`config.mk`:
```
export PLATFORM = sky130hd
export DESIGN_NAME = acq_writer
export DESIGN_NICKNAME = d
export VERILOG_FILES = /design/src/rtl/acq_writer.sv
export SDC_FILE = /design/constraint.sdc
export NUM_CORES = 1
export LEC_CHECK = 0
export ABC_AREA = 1
export BUFFER_PORTS_ARGS = -buffer_cell sky130_fd_sc_hd__buf_2
export CORE_MARGIN = 2
export CORE_UTILIZATION = 35
export CTS_CLUSTER_DIAMETER = 120
export DETAILED_ROUTE_END_ITERATION = 6
export GPL_TIMING_DRIVEN = 0
export MAX_ROUTING_LAYER = met4
export SYNTH_ARGS = -nofsm -noshare
export SYNTH_HDL_FRONTEND = slang
export SYNTH_SLANG_ARGS = --single-unit
export TNS_END_PERCENT = 5
```
`constraint.sdc`:
```
create_clock -name clk_i -period 3.2 [get_ports clk_i]
set_clock_uncertainty 0.05 [all_clocks]
set_input_delay 0.48 -clock clk_i [delete_from_list [all_inputs] [get_ports clk_i]]
set_output_delay 0.48 -clock clk_i [all_outputs]
set_load 0.02 [all_outputs]
```
`src/rtl/acq_writer.sv`:
```
// ADC capture stage for one port of the shared 16K x 16 sample memory.
// Each memory word is the sum of 2^dec consecutive accepted ADC samples.
module acq_writer (
  input  logic        clk_i,
  input  logic        rst_i,
  input  logic        start_i,
  input  logic        trig_i,
  input  logic        abort_i,
  input  logic [13:0] len_i,
  input  logic [1:0]  dec_i,
  input  logic [11:0] adc_data_i,
  input  logic        adc_valid_i,
  output logic [13:0] addr_o,
  output logic        we_o,
  output logic [15:0] data_o,
  output logic        busy_o,
  output logic        done_o,
  output logic [14:0] words_o
);

  typedef enum logic [1:0] {IDLE, ARMED, CAPTURE, DONE} state_t;

  state_t      state;
  state_t      state_next;
  logic [14:0] len_q;
  logic [1:0]  dec_q;
  logic [15:0] acc;
  logic [2:0]  cnt;
  logic [13:0] idx;
  logic        accept;
  logic        arm;
  logic        group_last;
  logic        last_word;
  logic [15:0] sum;

  assign busy_o = (state == ARMED) || (state == CAPTURE);
  assign done_o = (state == DONE);

  // Abort outranks everything, so it gates both arming and sample acceptance.
  always_comb begin
    accept     = (state == CAPTURE) && adc_valid_i && !abort_i;
    arm        = ((state == IDLE) || (state == DONE)) && start_i && !abort_i;
    sum        = acc + {4'd0, adc_data_i};
    group_last = ({1'b0, cnt} == ((4'd1 << dec_q) - 4'd1));
    last_word  = ((words_o + 15'd1) == len_q);
    state_next = state;
    case (state)
      IDLE, DONE: if (arm) state_next = ARMED;
      ARMED:      if (trig_i) state_next = CAPTURE;
      CAPTURE:    if (accept && group_last && last_word) state_next = DONE;
      default:    state_next = IDLE;
    endcase
    if (abort_i) state_next = IDLE;
  end

  always_ff @(posedge clk_i or posedge rst_i) begin
    if (rst_i) state <= IDLE;
    else       state <= state_next;
  end

  // The write is registered on the edge that accepts the group-completing
  // sample, so the final we_o pulse coincides with the first DONE cycle.
  always_ff @(posedge clk_i or posedge rst_i) begin
    if (rst_i) begin
      we_o    <= 1'b0;
      addr_o  <= '0;
      data_o  <= '0;
      words_o <= '0;
      len_q   <= '0;
      dec_q   <= '0;
      acc     <= '0;
      cnt     <= '0;
      idx     <= '0;
    end else begin
      we_o <= 1'b0;
      if (abort_i) begin
        acc <= '0;
        cnt <= '0;
      end else if (arm) begin
        len_q   <= (len_i == 14'd0) ? 15'd16384 : {1'b0, len_i};
        dec_q   <= dec_i;
        words_o <= '0;
        idx     <= '0;
        acc     <= '0;
        cnt     <= '0;
      end else if (accept) begin
        if (group_last) begin
          we_o    <= 1'b1;
          addr_o  <= idx;
          data_o  <= sum;
          idx     <= idx + 14'd1;
          words_o <= words_o + 15'd1;
          acc     <= '0;
          cnt     <= '0;
        end else begin
          acc <= sum;
          cnt <= cnt + 3'd1;
        end
      end
    end
  end

endmodule

```
==> out/qor.txt <==
========================================================================================
Status                                                                      complete, no violations
Count of state elements after synthesis                                               98
Antenna cells                                                                          0
Number of warnings printed during yosys synthesis                                      0
Die area                                                                    16,200 sq um
Total power after layout                                                         3.76 mW
Upper clock frequency limit                                                      387 MHz
Total Neg Setup Slack                                                               0 ns
Post-synthesis average cell area                                              8.00 sq um
Worst Hold Slack                                                               0.0716 ns
Antenna violations before repair                                                       0
Total Routing Usage GR                                                             17.3%
Worst hold path class                                                       input pin to asynchronous set/reset pin
Final period demand of the worst path                                            2.59 ns
Number of placed instances, taps included                                            935
# nets final                                                                         811
Insertion delay of the later-clocked pin in the worst-skew pair                  0.36 ns
Pin count of the biggest net entering global routing                                  69
Part of the power in combinational logic                                           29.3%
Net switching share of the total power                                             36.5%
CTS clk-pin slew, worst paths                                                    0.07 ns
Initial DRC count                                                                    364
Hold buffer count at CTS                                                               0
Max clock buf depth                                                                    2
Post-route insts no fill                                                             951
Final WL                                                                         13.0 mm
Via count of the first global-routing pass                                         4,235
Unrepaired setup endpoints after global routing                                    false
Site Rows                                                                             45
Clk network pwr share                                                              27.8%
Post-DR vias/cell                                                                   4.81
Max H-tree Level                                                                       3
Switching pwr                                                                    1.37 mW
Worst slack at placement                                                        0.574 ns
Die Width                                                                         127 um
Biggest cell delay along the critical path                                       0.44 ns
Syn_nets                                                                             718
Leakage power summed over all cells                                              3.18 nW
Yosys cell types                                                                      40
Post-route cell area                                                          6270 sq um
Post-detailed-placement half-perimeter wirelength                                9.60 mm
Sink count of the clock tree                                                          98
Period utilisation layout                                                          80.8%
Wirelength per Cell                                                              13.6 um
Number of max-slew violations in the final report                                      0
Last weighted congestion value of the routability-driven placer                    0.823
Sequence of cells on the critical path                                      inv_1 -> ha_1 -> nand2_1 -> nor2_1 -> clkbuf_1 -> inv_1 -> nand2_1 -> buf_2 -> o22ai_1
Post-cts sizing count                                                                  0
Power density over the cells                                                 600 nW/um^2
Cell-internal power                                                              2.39 mW
Count of boundary I/O pins                                                            82
Sequential share of power                                                          42.9%
Number of search-and-repair iterations in the first detailed-routing pass              5
Cell at the slowest stage of the critical path                                  clkbuf_1
Category of the worst setup path launch point                                  flip-flop
Final global-route overflow total                                                      0
Highest net fanout along the worst path                                               10
Drc violations                                                                         0
Area of the placeable core                                                  15,000 sq um
Signal arrival time at the worst endpoint                                        2.77 ns
Max transition margin                                                              54.3%
ANT nets after route                                                                   0
Clk Tree Root Cell                                                             clkbuf_16
Initial standard-cell utilization of the core                                      35.4%
Via count                                                                          4,570
Required time at the worst-slack endpoint                                        3.38 ns
Final cell utilization of the core                                                 41.7%
TritonCTS clock tree                                                                 yes
# setup viols final                                                                    0
Number of buffers added by the clock tree synthesis step                               9
Global-route wire length before repair                                           21.4 mm
Synthesis-to-layout area growth                                                    17.8%
Sequential element share of the synthesized area                                   46.1%
Classification of the worst setup path                                      flip-flop to flip-flop
Fraction of layout cells with a size suffix above 1                                17.3%
Cell count after synthesis                                                           665
Die extent in y                                                                   127 um
Number of buffers inserted by post-CTS setup repair                                    0
Smallest setup slack after layout                                               0.615 ns
Number of I/O port buffers                                                            81
Post-detailed-placement cell area                                             5990 sq um
Summed instance area of the synthesized netlist                               5320 sq um
Number of maximum-capacitance violations                                               0
Kind of capture point of the worst setup path                                  flip-flop
IR Drop Worst-Case VDD                                                        0.000268 V
Final Hold Violating Endpoints                                                         0
Least-Margin Pin Slew                                                           0.686 ns
========================================================================================
## critical path, delay by kind of cell (launching register included)
family          cells  cell delay [ns]
fa+ha+maj           1             0.34
compound gates      1             0.11
simple gates        3             0.55
flops               1             0.40
buf+inv             4             0.99
## final cells by class
type | count | area, sq um
clock inverters | 7 | 52.6
repair buffers | 82 | 433
inverters | 88 | 334
clock buffers | 9 | 225
well taps | 188 | 235
flip-flops and latches | 98 | 2450
fillers | 1563 | 8760
multi-input cells | 463 | 2470
plain buffers | 16 | 70.1
## sequential cells by signal (all words and copies together), names as in the netlist
name     flops
acc         16
addr_o      14
cnt          3
data_o      16
dec_q        2
idx         14
len_q       15
state        2
we_o         1
words_o     15
## cell families (layout without fill, tap and decap cells)
logic type,count (synthesis),count (layout),share of synthesized area [%]
adders and majority gates,19,19,4.61
xor gates and xnor gates,23,23,4.96
DFF,98,98,46.1
buffers and inverters,104,202,7.55
and+or+nand+nor,315,315,26.0
AOI/OAI and AO/OA,106,106,10.8
## cell usage after synthesis
master / n / area share [%]
a31o_2: 1 / 0.16
xnor3_1: 4 / 1.7
inv_1: 82 / 5.8
nand3_4: 1 / 0.33
nor2_4: 3 / 0.63
o22ai_1: 13 / 1.5
xnor2_2: 1 / 0.31
nand2_1: 199 / 14
a21oi_1: 16 / 1.5
a31oi_1: 3 / 0.35
o21ai_1: 35 / 3.3
nand3b_1: 2 / 0.28
o21bai_1: 1 / 0.14
ha_1: 18 / 4.2
nand2_2: 4 / 0.47
nor2_2: 5 / 0.59
nand4_4: 1 / 0.40
nor3_2: 2 / 0.38
and3_1: 2 / 0.24
nor3_1: 10 / 0.94
clkinv_2: 1 / 0.094
o21ai_0: 31 / 2.9
o21a_1: 2 / 0.28
a21boi_1: 1 / 0.14
inv_2: 4 / 0.28
a22o_1: 1 / 0.16
a21boi_0: 1 / 0.14
clkinv_1: 1 / 0.070
dfrtp_1: 98 / 46
or2_2: 2 / 0.24
nand4_1: 10 / 1.2
nor2_1: 32 / 2.3
nor4_1: 3 / 0.35
nand3_1: 39 / 3.7
buf_2: 8 / 0.75
a32o_1: 1 / 0.19
clkbuf_1: 8 / 0.56
fa_1: 1 / 0.38
xor2_1: 14 / 2.3
xnor2_1: 4 / 0.66
## final timing paths
path / start / endpoint / slack, ns / cells past startpoint
worst min-delay path: rst_i / data_o[11] / 0.07 / 2
worst max-delay path: state[0] / words_o[6] / 0.61 / 9
max in group asynchronous: rst_i / len_q[8] / 2.35 / 3
worst min register to register: addr_o[4] / addr_o[4] / 0.43 / 2
worst max register to register: state[0] / words_o[6] / 0.61 / 9
min in group clk_i: len_i[4] / len_q[4] / 0.28 / 3
## power groups by stage
| stage | clock network, mW | logic (mW) | registers (mW) |
|---|---|---|---|
| final | 1.05 | 1.10 | 1.62 |
| after global routing | 1.13 | 1.24 | 1.64 |
| after global placement | 0 | 1.10 | 1.64 |
| after floorplan | 0 | 0.674 | 1.73 |
| after detailed placement | 0 | 1.11 | 1.64 |
| after CTS | 1.07 | 1.11 | 1.62 |
## cell usage in the layout, fill, tap and decap left out, types with 2 or more instances in the layout
master / n
a21oi_1: 16
a31oi_1: 3
and3_1: 2
buf_2: 89
clkbuf_1: 8
clkbuf_16: 9
clkinv_2: 2
clkinvlp_4: 4
dfrtp_1: 98
ha_1: 18
inv_1: 81
inv_2: 4
inv_6: 2
nand2_1: 199
nand2_2: 4
nand3_1: 39
nand3b_1: 2
nand4_1: 10
nor2_1: 32
nor2_2: 5
nor2_4: 3
nor3_1: 10
nor3_2: 2
nor4_1: 3
o21a_1: 2
o21ai_0: 31
o21ai_1: 35
o22ai_1: 13
or2_2: 2
xnor2_1: 4
xnor3_1: 4
xor2_1: 14
## per-layer routing
layer  up-vias  track usage (%)  share of wire (%)
met1      2104             24.4                 51
met3        16             2.68                4.7
li1       2338                -                  -
met5         -                -                  0
met4         0             5.88                1.5
met2       112             25.5                 43
No activity file was read; power rests on OpenSTA's default activity.
